<file path="config.mk">
export PLATFORM = sky130hd
export DESIGN_NAME = ecc_affine_conv
export DESIGN_NICKNAME = d
export VERILOG_FILES = /design/src/rtl/ecc_pkg.sv /design/src/rtl/gf2m_half.sv /design/src/rtl/ecc_affine_conv.sv
export SDC_FILE = /design/constraint.sdc
export NUM_CORES = 2
export LEC_CHECK = 0
export ABC_AREA = 1
export BUFFER_PORTS_ARGS = -buffer_cell sky130_fd_sc_hd__buf_4
export CORE_MARGIN = 8
export CORE_UTILIZATION = 40
export CTS_BUF_LIST = sky130_fd_sc_hd__clkbuf_16
export DETAILED_ROUTE_END_ITERATION = 10
export PLACE_DENSITY = 0.61
export SLEW_MARGIN = 40
export SYNTH_ARGS = -nofsm -noshare
export SYNTH_HDL_FRONTEND = slang
export SYNTH_SLANG_ARGS = --single-unit
</file>
<file path="constraint.sdc">
create_clock -name clk -period 77.9 [get_ports clk]
set_input_delay 3.895 -clock clk [delete_from_list [all_inputs] [get_ports clk]]
set_output_delay 3.895 -clock clk [all_outputs]
set_load 0.05 [all_outputs]
</file>
<file path="src/rtl/ecc_pkg.sv">
// ecc_pkg: field constants and FSM state type for the GF(2^163) affine converter.
package ecc_pkg;
    localparam int ECC_M = 163;
    localparam int ECC_PAD_W = 176;
    localparam int ECC_CNT_W = 11;
    localparam logic [ECC_CNT_W-1:0] ECC_MAX_CYC = 11'd1024;
    localparam logic [ECC_M:0] ECC_F_POLY = (164'd1 << 163) | 164'hC9;
    typedef enum logic [1:0] {IDLE, LOAD, ITER, DONE} state_t;
endpackage

</file>
<file path="src/rtl/gf2m_half.sv">
// gf2m_half: combinational divide-by-x modulo the field polynomial.
module gf2m_half
    import ecc_pkg::*;
(
    input  logic [ECC_M-1:0] g,
    output logic [ECC_M-1:0] h
);
    logic [ECC_M:0] t;
    // Adding f makes an odd g even; the shifted-out bit is always zero.
    assign t = {1'b0, g} ^ (g[0] ? ECC_F_POLY : '0);
    assign h = t[ECC_M:1];
endmodule

</file>
<file path="src/rtl/ecc_affine_conv.sv">
// ecc_affine_conv: x = Xa / Za over GF(2^163) with a binary-Euclidean divider.
// Optional ECC_AFFINE_CYCCNT_EN adds cyc_cnt, the ITER cycles of the last conversion.
module ecc_affine_conv
    import ecc_pkg::*;
(
    input  logic                 clk,
    input  logic                 rst,
    input  logic                 in_valid,
    input  logic [ECC_PAD_W-1:0] in_xa,
    input  logic [ECC_PAD_W-1:0] in_za,
    output logic                 in_ready,
    output logic                 out_valid,
    input  logic                 out_ready,
    output logic [ECC_PAD_W-1:0] out_x,
    output logic                 out_err
`ifdef ECC_AFFINE_CYCCNT_EN
    ,
    output logic [ECC_CNT_W-1:0] cyc_cnt
`endif
);
    localparam logic [ECC_M:0] U_ONE = 1;

    state_t state, state_n;
    logic [ECC_M:0] u, v, u_n, v_n;
    logic [ECC_M-1:0] g1, g2, g1_n, g2_n, g1_h, g2_h, x_r, x_n;
    logic [ECC_CNT_W-1:0] cnt, cnt_n;
    logic err_r, err_n;
    logic unused;

    assign unused = ^{in_xa[ECC_PAD_W-1:ECC_M], in_za[ECC_PAD_W-1:ECC_M]};

    gf2m_half u_half1 (.g(g1), .h(g1_h));
    gf2m_half u_half2 (.g(g2), .h(g2_h));

    assign in_ready = state == IDLE;
    assign out_valid = state == DONE;
    assign out_x = {{(ECC_PAD_W-ECC_M){1'b0}}, x_r};
    assign out_err = err_r;

    always_comb begin
        state_n = state;
        u_n = u;
        v_n = v;
        g1_n = g1;
        g2_n = g2;
        cnt_n = cnt;
        x_n = x_r;
        err_n = err_r;
        case (state)
            IDLE: if (in_valid) begin
                state_n = LOAD;
                u_n = {1'b0, in_za[ECC_M-1:0]};
                v_n = ECC_F_POLY;
                g1_n = in_xa[ECC_M-1:0];
                g2_n = '0;
                cnt_n = '0;
                x_n = '0;
                err_n = 1'b0;
            end
            LOAD: begin
                state_n = u == '0 ? DONE : ITER;
                err_n = u == '0;
            end
            ITER: begin
                cnt_n = cnt + 11'd1;
                if (cnt_n == ECC_MAX_CYC) begin
                    state_n = DONE;
                    err_n = 1'b1;
                    x_n = '0;
                end else if (u == U_ONE) begin
                    state_n = DONE;
                    x_n = g1;
                end else if (v == U_ONE) begin
                    state_n = DONE;
                    x_n = g2;
                end else if (!u[0]) begin
                    u_n = u >> 1;
                    g1_n = g1_h;
                end else if (!v[0]) begin
                    v_n = v >> 1;
                    g2_n = g2_h;
                end else if (u >= v) begin
                    u_n = u ^ v;
                    g1_n = g1 ^ g2;
                end else begin
                    v_n = v ^ u;
                    g2_n = g2 ^ g1;
                end
            end
            DONE: if (out_ready) state_n = IDLE;
            default: state_n = IDLE;
        endcase
    end

    always_ff @(posedge clk or posedge rst) begin
        if (rst) begin
            state <= IDLE;
            u <= '0;
            v <= '0;
            g1 <= '0;
            g2 <= '0;
            cnt <= '0;
            x_r <= '0;
            err_r <= 1'b0;
        end else begin
            state <= state_n;
            u <= u_n;
            v <= v_n;
            g1 <= g1_n;
            g2 <= g2_n;
            cnt <= cnt_n;
            x_r <= x_n;
            err_r <= err_n;
        end
    end

`ifdef ECC_AFFINE_CYCCNT_EN
    logic [ECC_CNT_W-1:0] cyc_r;
    always_ff @(posedge clk or posedge rst) begin
        if (rst) cyc_r <= '0;
        else if (state == IDLE && in_valid) cyc_r <= '0;
        else if (state != DONE && state_n == DONE) cyc_r <= cnt_n;
    end
    assign cyc_cnt = cyc_r;
`endif
endmodule
</file>
==> flow_summary_export.csv <==
group,metric,value,unit
outcome,status,"finished clean",
clocking,clockRootBuffer,"clkbuf_16",
job,maxCapViolCount,0,
synthesis,async_flop_share,1.000,
cells_and_area,fin_area,0.05964,mm²
worst_setup_path,critPathLaunch,"in_valid",
synthesis,synth.avg_cell_area,7.121,µm²
synthesis,synth_ff_type,"dfrtp_1",
drt,ant_nets,0,
clocking,clock-sinks,831,
grt,grt_first_pass_wirelength,275700,µm
worst_setup_path,crit_top_cell,"nand2_1",
timing,worstMarginPinSlew,0.8863,ns
drt,drtIter0Drc,4450,
worst_setup_path,timing.rr.end,"g1[22]$_DFFE_PP0P_",
clocking,h-tree-depth,3,
grt,grt_pass1_vias,49130,
power_and_ir_drop,power.density,51.06,mW/mm²
timing,fmax,156.1,MHz
power_and_ir_drop,swShare,0.5372,
cells_and_area,fin_nets,7969,
timing,finalSetupTns,0,ns
placed_design,place_hpwl,109200,µm
worst_setup_path,worst-path-max-fanout,94,
placed_design,place_ws,70.77,ns
grt,track_usage,0.2367,
grt,grt_start_max_net_pins,216,
cells_and_area,final_util,0.4612,
grt,overflow,0,
timing,hold_viol_final,0,
clocking,cts_tree,"yes",
drt,num_vias,49890,
timing,clock_skew,0.03932,ns
timing,finalMaxSlewViolations,0,
drt,wl,173100,µm
synthesis,syn_inst,7302,
power_and_ir_drop,clockPowerShare,0.147,
worst_setup_path,worstSetupEndpoint,"g1[22]$_DFFE_PP0P_",
clocking,post_cts_resized,0,
power_and_ir_drop,p_int,1.409,mW
drt,wl_per_cell,18.68,µm
worst_setup_path,cp_slowest_cell,"buf_12",
timing,setup_viol,0,
worst_setup_path,cp-end-kind,"flip-flop",
drt,drc,0,
drt,drt_pass1_iterations,8,
synthesis,netlist-cell-type-count,41,
worst_setup_path,cp_data_arrival_time,7.03,ns
clocking,cts_made_buffers,101,
synthesis,yosys.area.top_type,"dfrtp_1",
synthesis,synth-seq-cells,831,
worst_setup_path,cp.required,78.53,ns
cells_and_area,drive_above_1_share,0.1153,
worst_setup_path,rr_startpoint,"v[0]$_DFFE_PP0P_",
synthesis,synth_seq_area_share,0.3999,
timing,setup_ws,71.49,ns
clocking,clk_latency,0.73,ns
synthesis,ys_warn_count,0,
drt,via_per_inst,5.386,
worst_hold_path,hold_path.class,"reg2reg",
power_and_ir_drop,p_seq_frac,0.252,
synthesis,synth_top_area_frac,0.3999,
clocking,cts_hold_buf,0,
placed_design,place_area,0.05637,mm²
floorplanning,start_util,0.4021,
synthesis,netlist_area,0.05200,mm²
placed_design,globalplace.congestion,0.8490,
placed_design,post-place-cells,9076,
worst_setup_path,r2r_cells,17,
grt,antenna_found_initial,10,
cells_and_area,fillers,13170,
synthesis,ys_top_cells_by_area,"dfrtp_1 (40%), nand2_1 (21%), o21ai_0 (5.9%)",
worst_setup_path,start_kind,"input pin",
timing,grt_setup_unrepaired,"false",
floorplanning,die_y,376.5,µm
timing,fin_crit,6.408,ns
worst_setup_path,cpPeakStageDelay,0.52,ns
floorplanning,die_area,0.1418,mm²
timing,fin_crit_sh,0.08225,
timing,slew_headroom,0.4041,
floorplanning,core,0.1293,mm²
clocking,clockBufferDepth,3,
synthesis,synth_edf_count,0,
power_and_ir_drop,vdd_drop_max,0.00004644,V
power_and_ir_drop,p_comb_frac,0.601,
clocking,cts.clk_slew.worst_paths,0.07,ns
worst_setup_path,crit_path_cell_trace,"buf_4 > nor2_1 > a21oi_1 > buf_4 > nand2_1 > inv_2 > nand2_2 > inv_8 > buf_16 > nand2_8 > buf_12 > buf_16 > nand2_1 > nand2_1",
floorplanning,placementRows,132,
cells_and_area,stdcell_count,9263,
floorplanning,die-width,376.5,µm
placed_design,io_buffers,495,
worst_setup_path,critPathKind,"in2reg",
worst_setup_path,reg2reg_slack,72.42,ns
floorplanning,ios,535,
cells_and_area,syn_to_final_growth,14.70,%
clocking,cts_setup_buffers,0,
power_and_ir_drop,p_leak,28.81,nW
power_and_ir_drop,p_sw,1.636,mW
==> registers in the layout, summed over array words and instances, names as in the netlist <==
signal and cells:
state 2, cnt 11, g1 163, x_r 163, out_err 1, v 164, u 164, g2 163
==> kinds of logic (layout without fill, tap and decap cells) <==
logic type / after synthesis / in the layout / synth area share
buffers and inverters: 1039 / 1242 / 0.08384
xor gates and xnor gates: 170 / 170 / 0.02864
DFF: 831 / 831 / 0.3999
and+or+nand+nor: 3782 / 3782 / 0.2979
AOI/OAI and AO/OA: 1309 / 1309 / 0.1487
other: 1 / 17 / 0.00007212
adders and majority gates: 170 / 170 / 0.04091
==> power by group through the flow <==
stage / registers (mW) / logic, mW / clock network, mW
floorplan: 0.832 / 1.25 / 0
global placement: 0.768 / 1.76 / 0
detailed placement: 0.768 / 1.81 / 0
CTS: 0.763 / 1.82 / 0.461
global route: 0.788 / 2.04 / 0.478
finish: 0.766 / 1.83 / 0.449
==> cell usage after synthesis, drive strengths merged (7+ instances only) <==
library cell  number
o21ai            665
clkbuf           354
o211ai           164
nand2           2888
xor2               7
inv              502
or2              145
nor2             115
a21oi            208
a21o              10
nand3            523
o22ai             90
o221ai           160
dfrtp            831
nand4             39
ha               170
xnor2            163
buf              182
nor4              31
nor3              35
==> cells in the final DEF, fill, tap and decap left out, types with 6 or more instances in the layout <==
cell | synthesis | final
a21o_1 | 10 | 10
a21oi_1 | 208 | 207
buf_12 | 0 | 11
buf_16 | 0 | 10
buf_4 | 37 | 512
buf_6 | 25 | 29
clkbuf_16 | 0 | 102
clkinv_1 | 1 | 18
clkinv_2 | 0 | 14
conb_1 | 1 | 13
dfrtp_1 | 831 | 830
ha_1 | 170 | 169
inv_1 | 498 | 521
nand2_1 | 2886 | 2881
nand3_1 | 521 | 520
nand4_1 | 39 | 39
nor2_1 | 111 | 110
nor3_1 | 34 | 34
nor4_1 | 31 | 31
o211ai_1 | 164 | 164
o21a_1 | 6 | 6
o21ai_0 | 609 | 609
o21ai_1 | 56 | 56
o221ai_1 | 160 | 160
o22ai_1 | 90 | 90
or2_2 | 145 | 145
xnor2_1 | 163 | 163
xor2_1 | 7 | 7
==> worst min-delay path by stage <==
stage	endpoint	startpoint	cells after the start	slack, ns
after global placement	v[161]$_DFFE_PP0P_	v[161]$_DFFE_PP0P_	2	0.46
after CTS	v[161]$_DFFE_PP0P_	v[161]$_DFFE_PP0P_	2	0.48
final	v[161]$_DFFE_PP0P_	v[161]$_DFFE_PP0P_	2	0.48
after global routing	x_r[66]$_DFFE_PP0P_	x_r[66]$_DFFE_PP0P_	2	0.49
after detailed placement	v[161]$_DFFE_PP0P_	v[161]$_DFFE_PP0P_	2	0.47
after floorplan	v[161]$_DFFE_PP0P_	v[161]$_DFFE_PP0P_	2	0.44
==> routing by layer <==
metal	vias up	wire length, µm	share of wire	track usage
met5	-	13	0.000075	0
met1	23800	77050	0.45	0.3203
met2	1627	78710	0.45	0.3826
li1	24190	-	-	-
met4	2	6376	0.037	0.09322
met3	273	10900	0.063	0.03401
==> stage by stage <==
stage                     hold slack, ns  power, mW
after floorplan                   0.4419      2.081
after global placement            0.4612      2.529
after detailed placement          0.4673      2.579
after CTS                         0.4828      3.041
after global routing              0.4937      3.302
final                             0.4798      3.045
==> final cells by class <==
class / instances / area [µm²] / share of cell area
Multi-Input combinational cell: 5444 / 26990 / 0.4525
Inverter: 503 / 1933 / 0.03241
Tap cell: 1742 / 2180 / 0.03655
Antenna cell: 4 / 10.01 / 0.0001678
Clock inverter: 75 / 511.7 / 0.008581
Timing Repair Buffer: 562 / 4666 / 0.07824
Sequential cell: 831 / 20800 / 0.3488
Clock buffer: 102 / 2552 / 0.04280
==> worst max-delay path, delay by kind of cell <==
| kind | cells | cell delay, ns |
|---|---|---|
| simple gates | 6 | 1.12 |
| buf+inv | 7 | 1.73 |
| compound gates | 1 | 0.06 |
No activity file was read; power rests on OpenSTA's default activity.
